===== src/rtl/load_store_unit_if.sv =====
// Signal bundle between the load/store unit and its neighbours: the address
// buffer, the ROB head, the data cache port and the common data bus.
interface load_store_unit_if #(
  parameter int TAG_W = 4
) ();
  logic             flush;
  logic             vld_i;
  logic             rdy_i;
  logic             ab_is_store;
  logic [2:0]       ab_funct3;
  logic [31:0]      ab_addr;
  logic [31:0]      ab_wdata;
  logic [TAG_W-1:0] ab_tag;
  logic [TAG_W-1:0] rob_head_tag;
  logic             rob_head_store;
  logic             store_done;
  logic             dmem_read;
  logic             dmem_write;
  logic [31:0]      dmem_address;
  logic [31:0]      dmem_wdata;
  logic [3:0]       dmem_mbe;
  logic [31:0]      dmem_rdata;
  logic             dmem_resp;
  logic             cdb_vld;
  logic             cdb_rdy;
  logic [TAG_W-1:0] cdb_tag;
  logic [31:0]      cdb_data;

  modport slave (
    input  flush, vld_i, ab_is_store, ab_funct3, ab_addr, ab_wdata, ab_tag,
           rob_head_tag, rob_head_store, dmem_rdata, dmem_resp, cdb_rdy,
    output rdy_i, store_done, dmem_read, dmem_write, dmem_address, dmem_wdata,
           dmem_mbe, cdb_vld, cdb_tag, cdb_data
  );

  modport master (
    output flush, vld_i, ab_is_store, ab_funct3, ab_addr, ab_wdata, ab_tag,
           rob_head_tag, rob_head_store, dmem_rdata, dmem_resp, cdb_rdy,
    input  rdy_i, store_done, dmem_read, dmem_write, dmem_address, dmem_wdata,
           dmem_mbe, cdb_vld, cdb_tag, cdb_data
  );
endinterface


===== src/rtl/load_store_unit.sv =====
// Load/store unit: pops one resolved memory op at a time, holds stores until
// the ROB head commits them, issues a single cache access, and broadcasts
// extended load results on the CDB.
module load_store_unit #(
  parameter int TAG_W = 4
) (
  input logic              clk,
  input logic              rst,
  load_store_unit_if.slave bus
);

  typedef enum logic [2:0] {
    ST_IDLE,
    ST_WAIT_COMMIT,
    ST_MEM,
    ST_BCAST,
    ST_DRAIN
  } state_t;

  state_t           r_state;
  state_t           w_nextState;
  logic             r_isStore;
  logic [2:0]       r_funct3;
  logic [31:0]      r_addr;
  logic [31:0]      r_wdata;
  logic [TAG_W-1:0] r_tag;
  logic [31:0]      r_loadData;
  logic             r_storeDone;

  logic             w_pop;
  logic             w_req;
  logic             w_isByte;
  logic             w_isHalf;
  logic             w_unsigned;
  logic [1:0]       w_off;
  logic [3:0]       w_mbe;
  logic [31:0]      w_wdata;
  logic [31:0]      w_loadExt;
  logic [7:0]       w_byte;
  logic [15:0]      w_half;

  assign w_pop      = bus.vld_i && bus.rdy_i;
  assign w_req      = bus.dmem_read || bus.dmem_write;
  assign w_off      = r_addr[1:0];
  // Store encodings with funct3[2] set are not real stores and fall back to word
  assign w_isByte   = (r_funct3[1:0] == 2'b00) && !(r_isStore && r_funct3[2]);
  assign w_isHalf   = (r_funct3[1:0] == 2'b01) && !(r_isStore && r_funct3[2]);
  assign w_unsigned = r_funct3[2];

  assign bus.dmem_address = {r_addr[31:2], 2'b00};
  assign bus.dmem_wdata   = w_wdata;
  assign bus.dmem_mbe     = w_req ? w_mbe : 4'b0000;
  assign bus.store_done   = r_storeDone;
  assign bus.cdb_tag      = r_tag;
  assign bus.cdb_data     = r_loadData;

  // Byte-lane steering for stores and lane extraction/extension for loads
  always_comb begin
    case (w_off)
      2'd0:    w_byte = bus.dmem_rdata[7:0];
      2'd1:    w_byte = bus.dmem_rdata[15:8];
      2'd2:    w_byte = bus.dmem_rdata[23:16];
      default: w_byte = bus.dmem_rdata[31:24];
    endcase
    w_half = w_off[1] ? bus.dmem_rdata[31:16] : bus.dmem_rdata[15:0];
    if (w_isByte) begin
      w_mbe     = 4'b0001 << w_off;
      w_wdata   = {4{r_wdata[7:0]}};
      w_loadExt = w_unsigned ? {24'd0, w_byte} : {{24{w_byte[7]}}, w_byte};
    end else if (w_isHalf) begin
      w_mbe     = w_off[1] ? 4'b1100 : 4'b0011;
      w_wdata   = {2{r_wdata[15:0]}};
      w_loadExt = w_unsigned ? {16'd0, w_half} : {{16{w_half[15]}}, w_half};
    end else begin
      w_mbe     = 4'b1111;
      w_wdata   = r_wdata;
      w_loadExt = bus.dmem_rdata;
    end
  end

  // State register
  always_ff @(posedge clk) begin
    if (rst) r_state <= ST_IDLE;
    else     r_state <= w_nextState;
  end

  // Next-state logic; a load flushed mid-access must still drain its response
  always_comb begin
    w_nextState = r_state;
    case (r_state)
      ST_IDLE:
        if (w_pop) w_nextState = bus.ab_is_store ? ST_WAIT_COMMIT : ST_MEM;
      ST_WAIT_COMMIT:
        if (bus.flush) w_nextState = ST_IDLE;
        else if (bus.rob_head_store && (bus.rob_head_tag == r_tag)) w_nextState = ST_MEM;
      ST_MEM:
        if (r_isStore) begin
          if (bus.dmem_resp) w_nextState = ST_IDLE;
        end else if (bus.dmem_resp) begin
          w_nextState = bus.flush ? ST_IDLE : ST_BCAST;
        end else if (bus.flush) begin
          w_nextState = ST_DRAIN;
        end
      ST_BCAST:
        if (bus.flush || bus.cdb_rdy) w_nextState = ST_IDLE;
      ST_DRAIN:
        if (bus.dmem_resp) w_nextState = ST_IDLE;
      default:
        w_nextState = ST_IDLE;
    endcase
  end

  // Handshake and request outputs decoded from the current state
  always_comb begin
    bus.rdy_i      = 1'b0;
    bus.dmem_read  = 1'b0;
    bus.dmem_write = 1'b0;
    bus.cdb_vld    = 1'b0;
    case (r_state)
      ST_IDLE:  bus.rdy_i = !bus.flush;
      ST_MEM: begin
        bus.dmem_read  = !r_isStore;
        bus.dmem_write = r_isStore;
      end
      ST_BCAST: bus.cdb_vld = !bus.flush;
      ST_DRAIN: bus.dmem_read = 1'b1;
      default:  ;
    endcase
  end

  // Operation capture on pop, load result capture and the store-done pulse
  always_ff @(posedge clk) begin
    if (rst) begin
      r_isStore   <= 1'b0;
      r_funct3    <= 3'd0;
      r_addr      <= 32'd0;
      r_wdata     <= 32'd0;
      r_tag       <= '0;
      r_loadData  <= 32'd0;
      r_storeDone <= 1'b0;
    end else begin
      r_storeDone <= (r_state == ST_MEM) && r_isStore && bus.dmem_resp;
      if (w_pop) begin
        r_isStore <= bus.ab_is_store;
        r_funct3  <= bus.ab_funct3;
        r_addr    <= bus.ab_addr;
        r_wdata   <= bus.ab_wdata;
        r_tag     <= bus.ab_tag;
      end
      if ((r_state == ST_MEM) && !r_isStore && bus.dmem_resp)
        r_loadData <= w_loadExt;
    end
  end

endmodule

===== src/flat_wrapper.sv =====
// flat-port wrapper written by rule: the top's interface ports become plain ports
module load_store_unit_flat 
#(
  parameter int TAG_W = 4
)
  (clk, rst, bus_flush, bus_vld_i, bus_ab_is_store, bus_ab_funct3, bus_ab_addr, bus_ab_wdata, bus_ab_tag, bus_rob_head_tag, bus_rob_head_store, bus_dmem_rdata, bus_dmem_resp, bus_cdb_rdy, bus_rdy_i, bus_store_done, bus_dmem_read, bus_dmem_write, bus_dmem_address, bus_dmem_wdata, bus_dmem_mbe, bus_cdb_vld, bus_cdb_tag, bus_cdb_data);
  load_store_unit_if #(.TAG_W(TAG_W)) bus_i ();
  input logic clk;
  input logic rst;
  input wire logic [$bits(bus_i.flush)-1:0] bus_flush;
  input wire logic [$bits(bus_i.vld_i)-1:0] bus_vld_i;
  input wire logic [$bits(bus_i.ab_is_store)-1:0] bus_ab_is_store;
  input wire logic [$bits(bus_i.ab_funct3)-1:0] bus_ab_funct3;
  input wire logic [$bits(bus_i.ab_addr)-1:0] bus_ab_addr;
  input wire logic [$bits(bus_i.ab_wdata)-1:0] bus_ab_wdata;
  input wire logic [$bits(bus_i.ab_tag)-1:0] bus_ab_tag;
  input wire logic [$bits(bus_i.rob_head_tag)-1:0] bus_rob_head_tag;
  input wire logic [$bits(bus_i.rob_head_store)-1:0] bus_rob_head_store;
  input wire logic [$bits(bus_i.dmem_rdata)-1:0] bus_dmem_rdata;
  input wire logic [$bits(bus_i.dmem_resp)-1:0] bus_dmem_resp;
  input wire logic [$bits(bus_i.cdb_rdy)-1:0] bus_cdb_rdy;
  output wire logic [$bits(bus_i.rdy_i)-1:0] bus_rdy_i;
  output wire logic [$bits(bus_i.store_done)-1:0] bus_store_done;
  output wire logic [$bits(bus_i.dmem_read)-1:0] bus_dmem_read;
  output wire logic [$bits(bus_i.dmem_write)-1:0] bus_dmem_write;
  output wire logic [$bits(bus_i.dmem_address)-1:0] bus_dmem_address;
  output wire logic [$bits(bus_i.dmem_wdata)-1:0] bus_dmem_wdata;
  output wire logic [$bits(bus_i.dmem_mbe)-1:0] bus_dmem_mbe;
  output wire logic [$bits(bus_i.cdb_vld)-1:0] bus_cdb_vld;
  output wire logic [$bits(bus_i.cdb_tag)-1:0] bus_cdb_tag;
  output wire logic [$bits(bus_i.cdb_data)-1:0] bus_cdb_data;
  assign bus_i.flush = bus_flush;
  assign bus_i.vld_i = bus_vld_i;
  assign bus_i.ab_is_store = bus_ab_is_store;
  assign bus_i.ab_funct3 = bus_ab_funct3;
  assign bus_i.ab_addr = bus_ab_addr;
  assign bus_i.ab_wdata = bus_ab_wdata;
  assign bus_i.ab_tag = bus_ab_tag;
  assign bus_i.rob_head_tag = bus_rob_head_tag;
  assign bus_i.rob_head_store = bus_rob_head_store;
  assign bus_i.dmem_rdata = bus_dmem_rdata;
  assign bus_i.dmem_resp = bus_dmem_resp;
  assign bus_i.cdb_rdy = bus_cdb_rdy;
  assign bus_rdy_i = bus_i.rdy_i;
  assign bus_store_done = bus_i.store_done;
  assign bus_dmem_read = bus_i.dmem_read;
  assign bus_dmem_write = bus_i.dmem_write;
  assign bus_dmem_address = bus_i.dmem_address;
  assign bus_dmem_wdata = bus_i.dmem_wdata;
  assign bus_dmem_mbe = bus_i.dmem_mbe;
  assign bus_cdb_vld = bus_i.cdb_vld;
  assign bus_cdb_tag = bus_i.cdb_tag;
  assign bus_cdb_data = bus_i.cdb_data;
  load_store_unit #(.TAG_W(TAG_W)) u_core (.clk(clk), .rst(rst), .bus(bus_i));
endmodule

===== config.mk =====
export PLATFORM = sky130hd
export DESIGN_NAME = load_store_unit_flat
export DESIGN_NICKNAME = d
export VERILOG_FILES = /design/src/rtl/load_store_unit_if.sv /design/src/rtl/load_store_unit.sv /design/src/flat_wrapper.sv
export SDC_FILE = /design/constraint.sdc
export NUM_CORES = 1
export LEC_CHECK = 0
export CAP_MARGIN = 15
export CORE_MARGIN = 10
export CORE_UTILIZATION = 30
export DETAILED_ROUTE_END_ITERATION = 8
export PLACE_DENSITY = 0.68
export SETUP_SLACK_MARGIN = 0.2
export SYNTH_ARGS = -nofsm -noshare
export SYNTH_HDL_FRONTEND = slang
export SYNTH_SLANG_ARGS = --single-unit

===== constraint.sdc =====
create_clock -name clk -period 3.4 [get_ports clk]
set_clock_uncertainty 0.1 [all_clocks]
set_input_delay 1.02 -clock clk [delete_from_list [all_inputs] [get_ports clk]]
set_output_delay 1.02 -clock clk [all_outputs]
set_load 0.05 [all_outputs]

==> metrics.md <==
| Metric | Value |
|---|---|
| Outcome | finished, final reports clean |
| Cell family with most CP delay | buffers and inverters |
| Initial DRT Pass Iterations | 5 |
| Slew margin rel. | 0.526 |
| Residual DRC | 0 |
| Final Hold Vio Count | 0 |
| Max VDD drop | 0.000285 V |
| R2r setup slk | 1240 ps |
| CTS buffer count | 9 |
| Via count | 5162 |
| Synth Cell Area | 0.00531 mm² |
| FFs w/ async S/R, synth | 0 |
| Slowest cell on the critical path | clkdlybuf4s50_1 |
| Hold Crit Class | flip-flop to flip-flop |
| Worst hold margin | 355 ps |
| MaxCap Viol Count | 0 |
| Port bufs | 221 |
| Final Max Tran Viols | 0 |
| Startpoint types | flip-flop |
| Power Density | 529 mW/mm² |
| FF-to-FF Start | u_core.r_isStore |
| Synth Flop Type | dfxtp_1 |
| Die height | 153 µm |
| Antenna-violating nets left | 0 |
| Mapped Cells | 691 |
| Final setup TNS | 0 ps |
| Root buffer cell | clkbuf_16 |
| Reg2Reg Depth | 6 |
| Worst path buffer plus inverter count | 1 |
| Slew @ Worst Pin | 712 ps |
| Static Leak | 2.83 nW |
| IO Count | 224 |
| # nets final | 965 |
| Crit Reg-Reg Endpoint | u_core.bus.cdb_data[13] |
| Post-synthesis sequential area ratio | 0.407 |
| Clk pin slew, worst setup/hold paths | 70 ps |
| Cell row count | 48 |
| CORE AREA | 0.0173 mm² |
| Chip width | 153 µm |
| DR vias/cell | 4.78 |
| Max Clock Freq | 0.323 GHz |
| Sink Count | 108 |
| Final setup violation count | 0 |
| Hold path depth | 2 |
| CP max stage delay | 800 ps |
| RSZ-0062 raised after global routing | no |
| Register bit count reported by yosys | 108 |
| Max FO, Critical Path | 13 |
| Netlist cell types | 42 |
| GR Util All Layers | 0.152 |
| Initial cell density of the core | 0.307 |
| Hold Path End | u_core.r_addr[4] |
| Initial antenna violation count | 1 |
| CTS tree | yes |
| WL final | 18500 µm |
| Global-route wire length before repair | 28800 µm |
| Share of layout cells above drive strength 1 | 0.108 |
| Layout area overhead | 50.3% |
| Post-CTS Hold Fix Bufs | 0 |
| Final Util | 0.461 |
| CP endpoint kind | output port |
| Total number of H-tree levels | 3 |
| Hold Path Origin | u_core.r_addr[4] |
| Routed wire per std cell | 17.1 µm |
| Die area | 0.0234 mm² |
| Post-synth EDFFs | 0 |
| Syn avg cell area | 7.68 µm² |
| CP Class | flip-flop to output port |
| Gr ovfl total | 0 |
| Post-DP HPWL | 13900 µm |
| Crit path depth | 2 |
| Clock Latency Late Sink | 350 ps |
| Final period utilization | 0.910 |
| Cells along the critical path | and3_1 > clkdlybuf4s50_1 |
| Post-layout min period | 3100 ps |
| Largest buffer count on any clock path | 2 |
| Required time worst endpoint | 2280 ps |
| Largest net degree at the start of global routing | 60 |
| Synth Warn # | 0 |
| Vias in the first global route | 5050 |
| RePlAce Congestion | 0.800 |
| Arrival time at the worst endpoint | 1980 ps |
| Cell Area, Placed | 0.00768 mm² |
| Iteration-0 DRC Markers | 303 |
| Fin area | 0.00798 mm² |
==> power breakdown <==
group / internal (mW) / switching, mW
Clock: 0.520 / 0.492
Combinational: 0.677 / 1.02
Sequential: 1.40 / 0.106
==> logic make-up after synthesis <==
| group | Yosys count | synth area share |
|---|---|---|
| compound gates | 166 | 0.189 |
| mux | 25 | 0.0679 |
| simple gates | 276 | 0.215 |
| flops | 108 | 0.407 |
| other cells | 1 | 0.000707 |
| xor+xnor | 4 | 0.00660 |
| buf+inv | 111 | 0.113 |
==> worst max-delay path by stage <==
stage | to | slack (ps) | from
after detailed placement | bus_rdy_i | 220 | bus_flush
final | bus_dmem_write | 300 | u_core.r_state[1]
after CTS | bus_rdy_i | 220 | bus_flush
after global placement | bus_rdy_i | 230 | bus_flush
after floorplan | bus_cdb_vld | 250 | bus_flush
after global routing | bus_dmem_write | 210 | u_core.r_state[0]
==> layout make-up <==
cell class                      count  area [µm²]
Antenna cell                        1        2.50
Clock buffer                       11         243
Clock inverter                      4        33.8
Fill cell                        1708        9320
Inverter                           18        67.6
Multi-Input combinational cell    473        2580
Sequential cell                   108        2160
Tap cell                          225         282
Timing Repair Buffer              240        2610
==> per-layer routing <==
| metal | global-route usage | share of wire | vias up |
|---|---|---|---|
| met4 | 0.0618 | 0.026 | 0 |
| met1 | 0.178 | 0.41 | 2330 |
| met2 | 0.239 | 0.46 | 198 |
| met3 | 0.0665 | 0.10 | 24 |
| met5 | 0 | 0 | - |
| li1 | - | - | 2610 |
==> layout by cell type, fill, tap and decap left out, drive strengths merged, types with 2 or more instances in the layout <==
cell type | synthesis | final
nand2 | 197 | 197
clkdlybuf4s50 | 0 | 188
dfxtp | 108 | 108
a21oi | 83 | 83
buf | 59 | 51
nor2 | 42 | 42
a211oi | 32 | 32
o21ai | 28 | 28
inv | 18 | 19
nand3 | 15 | 15
clkbuf | 34 | 11
mux2i | 9 | 9
mux2 | 8 | 8
mux4 | 8 | 8
a22oi | 8 | 8
a222oi | 7 | 7
nand2b | 4 | 4
xor2 | 3 | 3
nor4bb | 3 | 3
and2 | 3 | 3
or3b | 2 | 2
conb | 1 | 2
clkinv | 0 | 2
and3 | 2 | 2
a21o | 2 | 2
a311oi | 2 | 2
==> Yosys cell counts (3+ instances only) <==
cell type | n | area share
nand3_1 | 15 | 0.014
mux2_2 | 8 | 0.017
dfxtp_1 | 108 | 0.41
o21ai_0 | 28 | 0.026
nor4bb_1 | 3 | 0.0057
and2_1 | 3 | 0.0035
inv_1 | 18 | 0.013
mux4_2 | 8 | 0.034
clkbuf_1 | 34 | 0.024
xor2_1 | 3 | 0.0050
a222oi_1 | 7 | 0.013
nand2_1 | 197 | 0.14
a211oi_1 | 32 | 0.045
buf_4 | 40 | 0.057
mux2i_1 | 9 | 0.017
buf_1 | 4 | 0.0028
buf_2 | 13 | 0.012
a21oi_1 | 83 | 0.078
a22oi_1 | 8 | 0.011
nor2_1 | 42 | 0.030
nand2b_1 | 4 | 0.0047
==> registers in the layout, summed over array words and instances (netlist names) <==
name	flops
u_core.bus.cdb_tag	4
u_core.r_state	3
u_core.r_addr	32
u_core.bus.cdb_data	32
u_core.bus.store_done	1
u_core.r_wdata	32
u_core.r_isStore	1
u_core.r_funct3	3
==> worst reg2reg max path, stage by stage (launching register included) <==
cell	delay, ps
dfxtp_1	410
a21oi_2	620
buf_4	350
nand3_1	100
o21ai_0	100
a22oi_1	140
a211oi_1	270
==> what timing repair did <==
action                     in CTS  in global routing
setup endpoints to repair       0                  1
resized for setup               0                  3
setup buffers                   0                  1
==> stage by stage <==
stage	instances	setup slack (ps)	total power [mW]
2_1_floorplan	692	253	2.60
3_3_place_gp	1063	225	3.23
3_5_place_dp	1063	224	3.25
4_1_cts	1078	221	4.27
5_1_grt	1080	211	4.43
6_report	1080	305	4.22
(Power assumes the default switching activity.)
